<file path="src/rtl/vram_cursor_writer.sv">
// Text-mode VRAM writer: turns a character stream into VRAM writes at a blinking cursor,
// handling CR/LF/BS/FF control codes and a full-screen clear after reset.
module vram_cursor_writer #(
  parameter int              COLS      = 80,
  parameter int              ROWS      = 30,
  parameter int              DW        = 8,
  parameter int              AW        = 12,
  parameter logic [DW-1:0]   FILL      = 8'h20,
  parameter int              BLINK_DIV = 16_000_000
) (
  input  logic          i_clk,
  input  logic          i_rst,
  input  logic [DW-1:0] i_char,
  input  logic          i_char_valid,
  output logic          o_char_ready,
  input  logic          i_clr,
  output logic [DW-1:0] o_vram_data,
  output logic [AW-1:0] o_vram_adr,
  output logic          o_vram_we,
  output logic [AW-1:0] o_cursor_adr,
  output logic          o_cursor_on,
  output logic          o_busy
);

  localparam int CELLS = COLS * ROWS;
  localparam int CW    = (COLS > 1) ? $clog2(COLS) : 1;
  localparam int RW    = (ROWS > 1) ? $clog2(ROWS) : 1;
  localparam int BW    = (BLINK_DIV > 1) ? $clog2(BLINK_DIV) : 1;

  localparam logic [AW-1:0] LAST_ADR   = AW'(CELLS - 1);
  localparam logic [AW-1:0] COLS_ADR   = AW'(COLS);
  localparam logic [AW-1:0] WRAP_ADR   = AW'((ROWS - 1) * COLS);
  localparam logic [CW-1:0] LAST_COL   = CW'(COLS - 1);
  localparam logic [RW-1:0] LAST_ROW   = RW'(ROWS - 1);
  localparam logic [BW-1:0] LAST_BLINK = BW'(BLINK_DIV - 1);

  localparam logic [DW-1:0] CH_BS    = DW'(8'h08);
  localparam logic [DW-1:0] CH_LF    = DW'(8'h0A);
  localparam logic [DW-1:0] CH_FF    = DW'(8'h0C);
  localparam logic [DW-1:0] CH_CR    = DW'(8'h0D);
  localparam logic [DW-1:0] CH_SPACE = DW'(8'h20);

  typedef enum logic {CLEAR, IDLE} state_t;

  state_t        r_state;
  logic [AW-1:0] r_clrAdr;
  logic          r_vramWe;
  logic [AW-1:0] r_vramAdr;
  logic [DW-1:0] r_vramData;
  logic [CW-1:0] r_col;
  logic [RW-1:0] r_row;
  logic [AW-1:0] r_cursorAdr;
  logic [BW-1:0] r_blinkCnt;
  logic          r_cursorOn;

  logic w_ready;
  logic w_accept;
  logic w_printable;
  logic w_clrStart;
  logic w_clrDone;
  logic w_cursorEvent;

  assign w_ready       = (r_state == IDLE) && !i_clr;
  assign w_accept      = i_char_valid && w_ready;
  assign w_printable   = (i_char >= CH_SPACE);
  assign w_clrStart    = (r_state == IDLE) && (i_clr || (w_accept && (i_char == CH_FF)));
  // Every CLEAR cycle except the one straight after reset shows a fill write.
  assign w_clrDone     = r_vramWe && (r_vramAdr == LAST_ADR);
  assign w_cursorEvent = w_accept || w_clrStart;

  always_ff @(posedge i_clk or posedge i_rst) begin
    if (i_rst) begin
      r_state    <= CLEAR;
      r_clrAdr   <= '0;
      r_vramWe   <= 1'b0;
      r_vramAdr  <= '0;
      r_vramData <= '0;
    end else begin
      case (r_state)
        CLEAR: begin
          if (w_clrDone) begin
            r_state  <= IDLE;
            r_vramWe <= 1'b0;
          end else begin
            r_vramWe   <= 1'b1;
            r_vramAdr  <= r_clrAdr;
            r_vramData <= FILL;
            r_clrAdr   <= r_clrAdr + AW'(1);
          end
        end
        IDLE: begin
          // Cell 0 is written on the entry edge so the clear takes exactly CELLS cycles.
          if (w_clrStart) begin
            r_state    <= CLEAR;
            r_vramWe   <= 1'b1;
            r_vramAdr  <= '0;
            r_vramData <= FILL;
            r_clrAdr   <= AW'(1);
          end else if (w_accept && w_printable) begin
            r_vramWe   <= 1'b1;
            r_vramAdr  <= r_cursorAdr;
            r_vramData <= i_char;
          end else begin
            r_vramWe <= 1'b0;
          end
        end
        default: r_state <= CLEAR;
      endcase
    end
  end

  // Column/row counters run alongside the linear address so no divide is ever needed.
  always_ff @(posedge i_clk or posedge i_rst) begin
    if (i_rst) begin
      r_col       <= '0;
      r_row       <= '0;
      r_cursorAdr <= '0;
    end else if (w_clrStart) begin
      r_col       <= '0;
      r_row       <= '0;
      r_cursorAdr <= '0;
    end else if (w_accept) begin
      if (w_printable) begin
        if (r_cursorAdr == LAST_ADR) begin
          r_col       <= '0;
          r_row       <= '0;
          r_cursorAdr <= '0;
        end else begin
          r_cursorAdr <= r_cursorAdr + AW'(1);
          if (r_col == LAST_COL) begin
            r_col <= '0;
            r_row <= r_row + RW'(1);
          end else begin
            r_col <= r_col + CW'(1);
          end
        end
      end else begin
        case (i_char)
          CH_CR: begin
            r_col       <= '0;
            r_cursorAdr <= r_cursorAdr - AW'(r_col);
          end
          CH_LF: begin
            if (r_row == LAST_ROW) begin
              r_row       <= '0;
              r_cursorAdr <= r_cursorAdr - WRAP_ADR;
            end else begin
              r_row       <= r_row + RW'(1);
              r_cursorAdr <= r_cursorAdr + COLS_ADR;
            end
          end
          CH_BS: begin
            if (r_col != '0) begin
              r_col       <= r_col - CW'(1);
              r_cursorAdr <= r_cursorAdr - AW'(1);
            end
          end
          default: ;
        endcase
      end
    end
  end

  // Typing keeps the cursor solid: any activity restarts the blink phase visible.
  always_ff @(posedge i_clk or posedge i_rst) begin
    if (i_rst) begin
      r_blinkCnt <= '0;
      r_cursorOn <= 1'b1;
    end else if (w_cursorEvent) begin
      r_blinkCnt <= '0;
      r_cursorOn <= 1'b1;
    end else if (r_blinkCnt == LAST_BLINK) begin
      r_blinkCnt <= '0;
      r_cursorOn <= ~r_cursorOn;
    end else begin
      r_blinkCnt <= r_blinkCnt + BW'(1);
    end
  end

  assign o_char_ready = w_ready;
  assign o_busy       = (r_state == CLEAR);
  assign o_vram_we    = r_vramWe;
  assign o_vram_adr   = r_vramAdr;
  assign o_vram_data  = r_vramData;
  assign o_cursor_adr = r_cursorAdr;
  assign o_cursor_on  = r_cursorOn;

endmodule

</file>
<file path="config.mk">
export PLATFORM = sky130hd
export DESIGN_NAME = vram_cursor_writer
export DESIGN_NICKNAME = d
export VERILOG_FILES = /design/src/rtl/vram_cursor_writer.sv
export SDC_FILE = /design/constraint.sdc
export NUM_CORES = 1
export LEC_CHECK = 0
export ABC_AREA = 1
export BUFFER_PORTS_ARGS = -buffer_cell sky130_fd_sc_hd__buf_4
export CORE_MARGIN = 5
export CORE_UTILIZATION = 61
export CTS_CLUSTER_DIAMETER = 30
export DETAILED_ROUTE_END_ITERATION = 16
export PLACE_DENSITY = 0.81
export SLEW_MARGIN = 25
export SYNTH_ARGS = -nofsm -noshare
export SYNTH_HDL_FRONTEND = slang
export SYNTH_SLANG_ARGS = --single-unit
</file>
<file path="constraint.sdc">
create_clock -name i_clk -period 3.85 [get_ports i_clk]
set_clock_uncertainty 0.2 [all_clocks]
set_input_delay 0.9625 -clock i_clk [delete_from_list [all_inputs] [get_ports i_clk]]
set_output_delay 0.9625 -clock i_clk [all_outputs]
set_load 0.02 [all_outputs]
</file>
==> Word-level counts from Yosys, hierarchy flattened <==
Cells that the tools add are included.
{ "word_totals": {"register_bits": 83, "latch_bits": 0, "ram_bits": 0, "rom_bits": 0, "wordCells": 100, "n_memories": 0} }
{ "op_classes": {"addsub": 10, "mul": 0, "div": 0, "order_cmp": 1, "eq_ne": 14, "shifts": 0, "mux": 43, "bitwise": 2, "reduce_logical": 20} }
{ "op_table": {"columns": ["cell", "n"], "rows": [
  ["$mux 12", 11],
  ["$mux 24", 2],
  ["$pmux 12 s2", 2],
  ["$mux 7", 6],
  ["$pmux 12 s3", 1],
  ["$mux 5", 7],
  ["$eq 8x4->1 const B", 4],
  ["$add 12x1->12 const B", 2],
  ["$add 24x1->24 const B", 1],
  ["$eq 12x12->1 const B", 2],
  ["$eq 24x24->1 const B", 1],
  ["$mux 8", 3],
  ["$pmux 8 s2", 1],
  ["$pmux 7 s2", 1],
  ["$add 12x7->12 const B", 1],
  ["$sub 12x1->12 const B", 1],
  ["$sub 12x12->12 const B", 1],
  ["$sub 12x7->12", 1],
  ["$reduce_and 3->1", 3],
  ["$ge 8x6->1 const B", 1],
  ["$add 7x1->7 const B", 1],
  ["$eq 7x7->1 const B", 1],
  ["$mux 1", 7],
  ["$reduce_bool 7->1", 1],
  ["other kinds (18)", 28]
]} }

==> Logic depth before layout (Yosys ltp) <==
Gate-level depths: netlist of run 1.
{ "logic_depth": {"depth_word": 8, "mapped_depth": 22} }

==> Least setup slack after synthesis of run 1 <==
No wires, ideal clock.
{ "synth_path": {"path_type": "input-to-reg", "start": "input i_char[4]", "end": "register r_cursorAdr[8], in the netlist o_cursor_adr[8]", "arrival_time_ns": 2.854, "required_ns": 3.534, "setup_slack_ns": 0.679, "stages": 21, "path_buffers": 1, "path_cell_list": "nor2_1 -> nand2_2 -> inv_1 -> nand2_1 -> clkbuf_1 -> nand2_1 -> ha_1 -> inv_1 -> fa_1 -> nand2_1 -> nand3_1 -> nand3_1 -> nand2_1 -> nand2_1 -> nand2_1 -> nand2_1 -> nand2_1 -> nand3_1 -> nand2_1 -> nand2_1 -> nand2_1"} }
{ "synth_between": {"elab_chain_len": 6, "elab_cells_between_ends": 16, "cone_classes": "1 x order compare; 5 x eq/ne; 4 x mux; 6 x reduce/logical"} }
{ "synth_rtl": {"columns": ["element", "line_no", "text"], "rows": [
  ["start: declaration", "13", "input logic [DW-1:0] i_char,"],
  ["parallel branches: the longest is 6 deep, another holds $ge 8x6->1", null, null],
  ["end signal: assignment", "129", "r_cursorAdr <= r_cursorAdr + AW'(1);"],
  ["end signal: assignment", "141", "r_cursorAdr <= r_cursorAdr - AW'(r_col);"],
  ["end signal: assignment", "146", "r_cursorAdr <= r_cursorAdr - WRAP_ADR;"],
  ["end: declaration", "52", "logic [AW-1:0] r_cursorAdr;"]
]} }
Several ways; the timed one is not identified. The select of a mux whose other input is x is not followed.
A chain may end at the register's enable or synchronous reset.

==> Final worst setup path of run 1 <==
{ "layout_path": {"start": "input i_char[7]", "end": "register r_cursorAdr[8], in the netlist o_cursor_adr[8]"} }
The elaborated chain is that of the path after synthesis.

==> impl_results.md, run 1 <==
- Outcome: finished, final reports clean
- Clk_lat worst skew: 0.37 ns
- Hold path start: r_blinkCnt[0]
- Max Clk Rate: approximately 330 MHz
- Overall routing resource usage: 27.6%
- Arrival @ worst endpoint: 3.05 ns
- Number of antenna violations at the first check in global routing: 0
- First-pass GRT wire length: 25.8 mm
- TritonCTS clock tree: yes
- Area share of the largest cell type after synthesis: 35.2%
- Top cell type by total area after synthesis: dfrtp_1
- Io pins: 48
- Synth warn: 0
- Gate power share: 34.5%
- Largest net degree at the start of global routing: 44
- Worst Tran Pin Value: 0.852 ns
- Worst-path clk slew: 0.09 ns
- Final Util: 70.0%
- DRC violations left: 0
- Post-synthesis cell count: 838
- CTS Hold Bufs: 0
- Area contributors post-synth: dfrtp_1 35%, nand2_1 15%, inv_1 6.8%, nand3_1 6.2%, nor2_1 4.9%
- Final std cells w/o fill: 1017
- Mapped cell area: 5830 sq um
- Die area: 11600 sq um
- Required time worst endpoint: 3.91 ns
- Die height: 108 um
- Max transition margin: 42.7%
- GRT overflow: 0
- Worst r2r src: r_row[0]
- Vias in the first global route: 5437
- Synth unique cells: 40
- P_sw: between 1 and 1.5 mW
- Kind of critical path: in -> reg
- Main synth FF type: dfrtp_1
- Via Count: 5835
- Seq cells post-synth: 83
- RePlAce Congestion: 0.966
- Drt wl/cell: about 15 um
- Vias/cell: 5.74
- Min cycle time layout: 2.99 ns
- Final WL: 15.4 mm
- PostCTS Resize Cnt: 0
- PortBufs: 47
- TNS Setup: 0 ns
- Count leader, synth: nand2_1
- Htree depth: 3
- Clock buffer count from CTS: 9
- Clk pwr share: between 20% and 30%
- Mean post-synth cell area: 6.96 sq um
- Rows: 35
- Core area: a little over 9000 sq um
- Routed Antenna Nets: 0
- Switching part of the total power: 38.6%
- Proportion of layout cells with a drive suffix above 1: between 10% and 20%
- RSZ-0062 raised after global routing: false
- Synth-to-layout area growth: 11.4%
- Post-synth EDFFs: 0
- Sequential share of power: 41.8%
- DP Cell Count: 1001
- Clk buf depth: 2
- Starting Density: a little over three fifths
- Crit Reg-Reg Endpoint: o_cursor_adr[8]
- CP startpoint kind: primary input
- Worst R2R Setup Slack: 1.26 ns
- Largest fanout on the critical path: 5
- Most frequent cells after synthesis: 236 x nand2_1, 106 x inv_1, 82 x dfrtp_1, 76 x nor2_1, 72 x nand3_1
- Maxcap violations: 0
- Int Pwr: 1.71 mW
- Hold path depth: 1
- Static leakage: 3.29 nW
- Final layout net count: a little over 900
- WHS Endpoint: r_blinkCnt[0]
- Drt first pass iters: 5
- Worst hold-check path type: reg -> reg
- Final period utilization: 77.6%
- Crit path capture type: register
- Max VDD drop: 0.000223 V
- FILL cells: 818
- PwrDens: about 430 nW/um^2
- Syn_nets: 871
- DP Wirelength: ~12 mm
- Async SR Flop Fraction: 100%
- Worst r2r path cells: 14
- Count of final hold-check violations: 0
- Final Max Slew Viols: 0
- ANT cells: 0
- Drt initial violations: approximately 580
- CTS Sinks: 83
- Clk root buf: clkbuf_8
- Die width: 108 um
- Endpoints failing setup: 0
- Post-CTS Setup Bufs: 0
- Sequential area share after synthesis: between 30 and 40%
[worst max path at each step]
stage                            to      start  depth (start not counted)
CTS                 o_cursor_adr[8]  i_char[4]                         21
detailed placement  o_cursor_adr[8]  i_char[7]                         21
finish              o_cursor_adr[8]  i_char[7]                         21
global placement    o_cursor_adr[8]  i_char[7]                         21
global route        o_cursor_adr[8]  i_char[3]                         22
floorplan           o_cursor_adr[0]      i_rst                          1
[flip-flops by register name (all words and copies together) (netlist names), 5 cells and up]
name          flops
r_blinkCnt       24
r_col             7
o_cursor_adr     12
o_vram_data       8
r_row             5
o_vram_adr       12
r_clrAdr         12
[power by group through the flow]
stage | Sequential (mW) | Clock (mW) | Combinational [mW]
5_1_grt | 1.18 | 0.710 | 1.09
3_5_place_dp | 1.17 | 0 | 0.946
6_report | 1.16 | 0.659 | 0.960
2_1_floorplan | 1.20 | 0 | 0.641
4_1_cts | 1.16 | 0.669 | 0.954
3_3_place_gp | 1.17 | 0 | 0.917
[per-stage QoR]
step	cell area (sq um)	total power [mW]	setup WS, ns	hold slack (ns)
floorplan	5830	1.84	0.552	0.233
global placement	6300	2.08	0.547	0.245
detailed placement	6300	2.12	0.495	0.258
CTS	6500	2.78	0.869	0.271
global route	6500	2.98	0.547	0.290
finish	6500	2.78	0.862	0.266
[cell families (layout without fill, tap and decap cells)]
| logic type | after synthesis | count (layout) | share of synthesized area, % |
|---|---|---|---|
| AO/OA/AOI/OAI | 104 | 104 | 10.5 |
| buffers and inverters | 135 | 185 | 9.41 |
| flip-flops | 83 | 83 | 35.6 |
| AND/OR/NAND/NOR | 463 | 463 | 34.9 |
| adder cells (fa/ha/maj) | 21 | 21 | 4.76 |
| XOR/XNOR | 32 | 32 | 4.80 |
[critical path: stages]
cell	delay, ns
buf_4	0.12
nor2_2	0.13
nand2_2	0.12
inv_1	0.09
nand2_1	0.10
nand2_1	0.08
ha_1	0.14
inv_1	0.07
fa_1	0.42
nand2_1	0.08
nand3_1	0.08
nand3_1	0.10
nand2_1	0.08
nand2_1	0.09
nand2_1	0.07
nand2_1	0.06
nand2_1	0.04
nand3_1	0.07
nand2_1	0.05
nand2_1	0.06
nand2_1	0.04
[per-layer routing]
metal  wire (um)  global-route usage [%]
met5           0                       0
met4         269                    8.12
met3        1280                    4.80
met2        6810                    42.4
met1        6990                    39.9
[cells in the final DEF (no fill, tap or decap), types with 2 or more instances in the layout]
master | netlist | layout
a31oi_1 | 2 | 2
fa_1 | 2 | 2
buf_4 | 2 | 53
a21oi_1 | 18 | 18
inv_2 | 9 | 9
nand4_1 | 19 | 19
nand3_2 | 2 | 2
nor2_2 | 8 | 8
xnor2_1 | 9 | 9
ha_1 | 19 | 19
clkbuf_8 | 0 | 10
dfrtp_1 | 82 | 82
nand2_1 | 236 | 236
o21ai_1 | 17 | 17
clkinvlp_4 | 0 | 3
xor2_1 | 23 | 23
nand3_1 | 72 | 72
o31ai_1 | 6 | 6
nand2_2 | 5 | 5
nor2_4 | 2 | 2
o22ai_1 | 11 | 11
o21ai_0 | 36 | 36
nand3b_1 | 2 | 2
inv_1 | 106 | 105
a22o_1 | 7 | 7
or2_2 | 2 | 2
nor4_1 | 8 | 8
nor2_1 | 76 | 76
o21ai_2 | 5 | 5
nor3_1 | 26 | 26
[layout make-up]
| cell class | instances | area, sq um | area share [%] |
|---|---|---|---|
| Clock buffer | 11 | 141 | 2.18 |
| Clock inverter | 5 | 61.3 | 0.943 |
| Inverter | 115 | 433 | 6.66 |
| Multi-Input combinational cell | 620 | 3210 | 49.3 |
| Sequential cell | 83 | 2080 | 32.0 |
| Tap cell | 129 | 161 | 2.48 |
| Timing Repair Buffer | 54 | 418 | 6.43 |
Note: power is estimated with default switching activity, not from simulation.
==> run 2, diff against run 1 <==
--- a/config.mk
+++ b/config.mk
@@ -5,13 +5,13 @@
 export SDC_FILE = /design/constraint.sdc
 export NUM_CORES = 1
 export LEC_CHECK = 0
-export ABC_AREA = 1
+export ABC_AREA = 0
 export BUFFER_PORTS_ARGS = -buffer_cell sky130_fd_sc_hd__buf_4
 export CORE_MARGIN = 5
-export CORE_UTILIZATION = 61
+export CORE_UTILIZATION = 60
 export CTS_CLUSTER_DIAMETER = 30
 export DETAILED_ROUTE_END_ITERATION = 16
-export PLACE_DENSITY = 0.81
+export PLACE_DENSITY = 0.8
 export SLEW_MARGIN = 25
 export SYNTH_ARGS = -nofsm -noshare
 export SYNTH_HDL_FRONTEND = slang
==> constraint.sdc (replaced) <==
create_clock -name i_clk -period 2.9 [get_ports i_clk]
set_clock_uncertainty 0.2 [all_clocks]
set_input_delay 0.725 -clock i_clk [delete_from_list [all_inputs] [get_ports i_clk]]
set_output_delay 0.725 -clock i_clk [all_outputs]
set_load 0.02 [all_outputs]
==> run 2 against run 1 <==
Effect of this change:
- the run now ends with negative setup slack left
- first-iteration DRC count grew 2.1%
- final area grew 1.4%
- utilization grew 6.3 points
- cell count shrank 21%
- synthesized cell count shrank 30%
- count of clock-buffer cells in the layout shrank 1
==> impl_results.md, run 2 <==
- Post-synthesis cell count: 589 (-30%)
- Die width: 104 um (-4.0%)
- Final layout net count: 724 (-21%)
- Most frequent cells in the layout: 104 x buf_4, 93 x nor2_1, 82 x dfrtp_1, 45 x nand2_1, 32 x nand3_1
- Proportion of layout cells with a drive suffix above 1: 25.3% (+13 points)
- Clk root buf: clkbuf_8
- Vias in the first global route: 5093 (-6.3%)
- Rows: 34 (-2.9%)
- Final std cells w/o fill: 804 (-21%)
- Synth Area in Simple Gates: 25.0% (-10 points)
- Synth-to-layout area growth: 25.6%
- Syn_nets: 622 (-29%)
- Sequential area share after synthesis: 39.6% (+4.0 points)
- DP Wirelength: 11.0 mm (-4.7%)
- Max reg flops: 24 (unchanged)
- Drt initial violations: 594 (+2.1%)
- DRC violations left: 0 (unchanged)
- Final period utilization: 126%
- Die height: 104 um (-4.0%)
- Via Count: 5269 (-9.7%)
- Top cell type by total area after synthesis: dfrtp_1
- Outcome: finished, violations left
- TritonCTS clock tree: yes
- Static leakage: 2.97 nW (-9.6%)
- Top cell by count, worst path: buf_6
- Max Clk Rate: 274 MHz
- GRT overflow: 0 (unchanged)
- Final WL: 15.9 mm (+3.7%)
- Count leader, synth: nor2_1
- Placed cell areas: 6140 sq um (-2.5%)
- Number of antenna violations at the first check in global routing: 0 (unchanged)
- Io pins: 48 (unchanged)
- Largest family of logic cells by synthesized area: simple AND/OR/NAND/NOR gates
- Post-synth EDFFs: 0 (unchanged)
- Most frequent cells after synthesis: 93 x nor2_1, 82 x dfrtp_1, 49 x nand2_1, 33 x nand3_1, 27 x a21oi_1
- RSZ-0062 raised after global routing: true
- Max transition margin: 50.4% (+7.7 points)
- CP startpoint kind: primary input
- DP Cell Count: 780 (-22%)
- Starting Density: 60.8% (-2.1 points)
- Post-Synth XOR/XNOR Area: 7.18% (+2.4 points)
- Crit path capture type: register
- Clock buffer count from CTS: 9 (unchanged)
- Total chip power: 3.61 mW (+30%)
- Worst Path Buf+Inv: 4 (+1)
- Synth unique cells: 70 (+75%)
- Adder-cell share of the synthesized area: 5.29% (+0.53 points)
- Max VDD drop: 0.000371 V (+66%)
- RePlAce Congestion: 0.984 (+1.9%)
- Worst hold-check path type: in -> async
- Arrival @ worst endpoint: 3.71 ns (+0.66 ns)
- Mean post-synth cell area: 8.91 sq um (+28%)
- Clk buf depth: 2 (unchanged)
- Commonest non-fill, non-tap cell in the layout: buf_4
- Worst-path clk slew: 0.09 ns (about the same)
- Endpoints failing setup: 10 (+10)
- Clk_lat worst skew: 0.38 ns (about the same)
- Critical-path cell list: buf_6 -> or3_4 -> or4_4 -> nand2_4 -> ha_4 -> inv_4 -> fa_2 -> a21o_1 -> buf_4 -> buf_6 -> a31o_4 -> a211oi_2 -> nor3_2 -> a311oi_1 -> o21ai_1
- Die area: 10700 sq um (-7.8%)
- Async SR Flop Fraction: 100% (unchanged)
- Final Max Slew Viols: 0 (unchanged)
- Worst Tran Pin Value: 0.738 ns (-0.114 ns)
- First-pass GRT wire length: 25.5 mm (-1.3%)
- Drt wl/cell: 19.8 um (+31%)
- Area contributors post-synth: dfrtp_1 39%, nor2_1 6.7%, ha_1 4.5%, xnor2_1 3.8%, nand2_1 3.5%
- Required time worst endpoint: 2.96 ns (-0.95 ns)
- ANT cells: 0 (unchanged)
- Largest register by flop count: r_blinkCnt
- Slowest CP cell: or4_4
- CTS Hold Bufs: 0 (unchanged)
- Synth warn: 0 (unchanged)
- Largest fanout on the critical path: 2 (-3)
- Seq cells post-synth: 83 (unchanged)
- Final Util: 76.3% (+6.3 points)
- PortBufs: 47 (unchanged)
- Crit-path max cell delay: 0.52 ns (+0.10 ns)
- Largest net degree at the start of global routing: 84 (+91%)
- Min cycle time layout: 3.65 ns
- Setup WS post-layout: -0.754 ns (-1.62 ns)
- Area share of the largest cell type after synthesis: 39.1% (+3.9 points)
- Main synth FF type: dfrtp_1
- Htree depth: 3 (unchanged)
- Drt first pass iters: 6 (+1)
- Kind of critical path: in -> reg
- CTS Sinks: 83 (unchanged)
- Count of final hold-check violations: 0 (unchanged)
- Fraction of synthesized area in multiplexers: 0.668% (+0.67 points)
- Cell family with most CP delay: simple AND/OR/NAND/NOR gates
- Vias/cell: 6.55 (+14%)
- Core area: 8640 sq um (-7.0%)
- Overall routing resource usage: 28.8% (+1.2 points)
- Mapped cell area: 5250 sq um (-10%)
- PwrDens: 548 nW/um^2 (+28%)
- Maxcap violations: 0 (unchanged)
- Routed Antenna Nets: 0 (unchanged)
- Final instance area: 6590 sq um (+1.4%)
- Synth Area in Compound Gates: 18.6% (+8.1 points)
- Failing checks: negative setup slack
-- run 2: cell types whose count changed in the layout (fill, tap and decap cells not counted), sizes merged, moves of 14 or more --
cell / change
nand2: -192
xnor2: +14
buf: +60
nand3: -41
o21ai: -34
a221oi: +15
inv: -95
-- run 2: metal layers --
metal | share of wire [%] | vias up | global-route usage, % | wire [um]
li1 | - | 2353 | - | -
met1 | 41 | 2514 | 39.4 | 6540
met2 | 47 | 333 | 45.7 | 7560
met3 | 8.7 | 69 | 5.16 | 1380
met4 | 2.8 | 0 | 10.6 | 443
met5 | 0 | - | 0 | 0
-- run 2: report_power, final --
group / switching [mW] / leakage, nW / internal (mW) / total [mW]
combinational: 0.615 / 1.78 / 0.555 / 1.17
clock: 0.468 / 0.109 / 0.432 / 0.900
sequential: 0.214 / 1.08 / 1.33 / 1.54
-- run 2: repair_timing --
| action | CTS | global route |
|---|---|---|
| gates resized for setup | 17 | 19 |
| pin swaps | 20 | 18 |
| endpoints found under the hold margin | 0 | 0 |
| buffers inserted | 5 | 6 |
| setup endpoints to repair | 9 | 10 |
-- run 2: layout make-up --
class | count | area, sq um
Clock buffer | 10 | 138
Clock inverter | 6 | 72.6
Fill cell | 608 | 2040
Inverter | 19 | 77.6
Multi-Input combinational cell | 464 | 3180
Sequential cell | 83 | 2080
Tap cell | 108 | 135
Timing Repair Buffer | 114 | 911
-- run 2: cells by family (layout without fill, tap and decap cells) --
logic type / after synthesis / in the layout
multiplexers: 3 / 3
adder cells (fa/ha/maj): 21 / 21
buffers and inverters: 42 / 149
AND/OR/NAND/NOR: 264 / 264
flip-flops: 83 / 83
AO/OA/AOI/OAI: 133 / 133
XOR/XNOR: 43 / 43
-- run 2: stage by stage --
| stage | hold WS, ns | worst slack, ns | TNS, ns |
|---|---|---|---|
| 3_5_place_dp | 0.254 | -1.25 | -9.46 |
| 2_1_floorplan | 0.224 | -1.04 | -5.52 |
| 3_3_place_gp | 0.241 | -1.09 | -8.05 |
| 5_1_grt | 0.281 | -0.819 | -5.64 |
| 6_report | 0.233 | -0.754 | -5.08 |
| 4_1_cts | 0.267 | -0.694 | -4.27 |
-- run 2: path summary, 6_finish.rpt --
path | from | endpoint | slack (ns) | cells after the start
max in group asynchronous | i_rst | r_clrAdr[4] | 1.85 | 3
max reg2reg | r_row[1] | o_cursor_adr[9] | -0.10 | 10
min in group i_clk | r_blinkCnt[0] | r_blinkCnt[0] | 0.26 | 1
min reg2reg | r_blinkCnt[0] | r_blinkCnt[0] | 0.26 | 1
min | i_rst | r_blinkCnt[6] | 0.23 | 3
max | i_char[6] | o_cursor_adr[6] | -0.75 | 15
-- run 2: worst reg2reg max path, cell delays in order (launching register included) --
cell	delay (ns)
dfrtp_1	0.43
inv_1	0.07
ha_1	0.14
and4_1	0.34
ha_1	0.28
a211oi_1	0.36
o21ai_0	0.18
xnor2_1	0.25
a21oi_1	0.14
a221oi_2	0.32
o32ai_2	0.14
==> run 3, diff against run 2 <==
==> constraint.sdc (replaced) <==
create_clock -name i_clk -period 3.61 [get_ports i_clk]
set_clock_uncertainty 0.2 [all_clocks]
set_input_delay 0.9025 -clock i_clk [delete_from_list [all_inputs] [get_ports i_clk]]
set_output_delay 0.9025 -clock i_clk [all_outputs]
set_load 0.02 [all_outputs]
==> run 3 against run 2 <==
Effect of this change:
- largest cell class unchanged
- global-route usage decreased by 2.2 points
- register-to-register slack improved by 0.75 ns
- clock power decreased by 14%
- hold slack improved by 0.028 ns
- final area decreased by 5.1%
- the flow still finishes with violations (negative setup slack)
- power decreased by 21%
- via count decreased by 5.9%
- sequential share of layout area increased by 1.7 points
- non-clock buffer count decreased by 30
- die area unchanged
- sequential cell count unchanged
==> impl_results.md, run 3 (synthesis results as in run 2) <==
- Outcome: finished, violations left
- Failing checks: negative setup slack
- Rows: 34 (unchanged)
- Synth-to-layout area growth: 19.2%
- DP Cell Count: 755 (-3.2%)
- Max VDD drop: 0.000218 V (-41%)
- Via Count: 4958 (-5.9%)
- Placed cell areas: 5950 sq um (-3.1%)
- Worst Tran Pin Value: 0.760 ns (+0.0222 ns)
- Kind of critical path: in -> reg
- GRT overflow: 0 (unchanged)
- Htree depth: 3 (unchanged)
- Worst Path Buf+Inv: 2 (-2)
- Gate power share: 28.6% (-3.8 points)
- Clk buf depth: 2 (unchanged)
- P_sw: 0.994 mW (-23%)
- Final period utilization: 102%
- RSZ-0062 raised after global routing: true
- Setup WS post-layout: -0.0845 ns (+0.670 ns)
- Starting Density: 60.8% (unchanged)
- Endpoints failing setup: 1 (-9)
- TritonCTS clock tree: yes
- Number of antenna violations at the first check in global routing: 0 (unchanged)
- Max transition margin: 49.3% (-1.2 points)
- Max reg flops: 24 (unchanged)
- PortBufs: 47 (unchanged)
- Switching part of the total power: 34.9% (-1.0 points)
- Largest net degree at the start of global routing: 45 (-46%)
- Int Pwr: 1.86 mW (-20%)
- Final WL: 14.3 mm (-10%)
- Clk pwr share: 27.3% (+2.4 points)
- Most frequent cells in the layout: 92 x nor2_1, 82 x dfrtp_1, 79 x buf_4, 48 x nand2_1, 33 x nand3_1
- Worst hold-check path type: reg -> reg
- Final layout net count: 694 (-4.1%)
- PwrDens: 456 nW/um^2 (-17%)
- Commonest non-fill, non-tap cell in the layout: nor2_1
- Clock buffer count from CTS: 9 (unchanged)
- Crit-path max cell delay: 0.53 ns (about the same)
- Worst R2R Setup Slack: 0.65 ns (+0.75 ns)
- Largest register by flop count: r_blinkCnt
- ANT cells: 0 (unchanged)
- Count of final hold-check violations: 0 (unchanged)
- Proportion of layout cells with a drive suffix above 1: 20.1% (-5.2 points)
- CTS Hold Bufs: 0 (unchanged)
- Io pins: 48 (unchanged)
- Final Max Slew Viols: 0 (unchanged)
- CTS Sinks: 83 (unchanged)
- Sequential share of power: 44.1% (+1.4 points)
- Drt initial violations: 496 (-16%)
- Overall routing resource usage: 26.6% (-2.2 points)
- Slowest CP cell: or4_4
- Crit path capture type: register
- Largest fanout on the critical path: 2 (unchanged)
- Core area: 8640 sq um (unchanged)
- Static leakage: 2.82 nW (-5.2%)
- Required time worst endpoint: 3.66 ns (+0.70 ns)
- Routed Antenna Nets: 0 (unchanged)
- Die area: 10700 sq um (unchanged)
- Critical-path cell list: buf_6 -> or3_4 -> or4_4 -> nand2_4 -> ha_4 -> inv_2 -> fa_2 -> a21o_1 -> a311oi_2 -> nor2_2 -> o41ai_2 -> o2bb2ai_1 -> a311o_1
- Min cycle time layout: 3.69 ns
- Drt first pass iters: 9 (+3)
- Worst-path clk slew: 0.09 ns (about the same)
- DRC violations left: 0 (unchanged)
- Final instance area: 6250 sq um (-5.1%)
- CP startpoint kind: primary input
- Clk_lat worst skew: 0.37 ns (about the same)
- Drt wl/cell: 18.4 um (-6.9%)
- Die width: 104 um (unchanged)
- DP Wirelength: 10.4 mm (-6.0%)
- Clk root buf: clkbuf_8
- RePlAce Congestion: 0.933 (-5.2%)
- Vias in the first global route: 4928 (-3.2%)
- First-pass GRT wire length: 23.9 mm (-6.4%)
- Cell family with most CP delay: compound AO/OA/AOI/OAI gates
- Arrival @ worst endpoint: 3.75 ns (+0.04 ns)
- Max Clk Rate: 271 MHz
- Die height: 104 um (unchanged)
- Vias/cell: 6.41 (-2.3%)
- Maxcap violations: 0 (unchanged)
- Final std cells w/o fill: 774 (-3.7%)
run 3: through the flow:
| stage | setup slack, ns | utilization (%) | TNS (ns) | hold slack (ns) | power, mW |
|---|---|---|---|---|---|
| after global routing | -0.132 | 72.4 | -0.209 | 0.294 | 3.01 |
| after floorplan | -0.510 | - | -1.14 | 0.224 | 1.74 |
| after CTS | -0.0613 | 72.0 | -0.0613 | 0.260 | 2.84 |
| after detailed placement | -0.594 | 68.9 | -2.93 | 0.248 | 2.05 |
| final | -0.0845 | 72.4 | -0.0845 | 0.261 | 2.85 |
| after global placement | -0.519 | 68.9 | -2.49 | 0.237 | 2.00 |
run 3: what timing repair did:
action / CTS / global route
pin swaps: 6 / 6
setup buffers: 2 / 1
endpoints found under the setup margin: 2 / 5
gates resized for setup: 6 / 5
run 3: layout make-up:
class	count	area, sq um
multi-input cells	464	3070
fillers	616	2380
flip-flops and latches	83	2080
repair buffers	84	667
well taps	108	135
clock buffers	9	124
clock inverters	7	105
inverters	19	72.6
run 3: final timing paths:
check | start | cells after the start | to
min in group asynchronous | i_rst | 2 | o_vram_adr[3]
hold reg to reg | r_blinkCnt[0] | 1 | r_blinkCnt[0]
hold / removal | r_blinkCnt[0] | 1 | r_blinkCnt[0]
setup reg to reg | r_row[0] | 9 | o_cursor_adr[9]
max in group asynchronous | i_rst | 3 | o_cursor_on
setup / recovery | i_char[6] | 13 | o_cursor_adr[8]
run 3: worst reg2reg max path: cells and delay by family (launching register included):
family,cells,cell delay [ns]
xor+xnor,1,0.32
simple gates,1,0.25
flops,1,0.43
compound gates,5,1.14
fa+ha+maj,2,0.49
run 3: power groups by stage:
stage,clock network [mW],registers (mW),logic [mW]
floorplan,0,1.28,0.464
global placement,0,1.26,0.746
detailed placement,0,1.27,0.775
CTS,0.786,1.25,0.798
global route,0.829,1.28,0.898
finish,0.778,1.26,0.816
run 3: routing by layer:
metal,share of wire (%),GRT usage [%]
met5,0,0
met2,47,43.2
met3,7.8,5.66
met4,2.7,7.22
met1,42,36.1
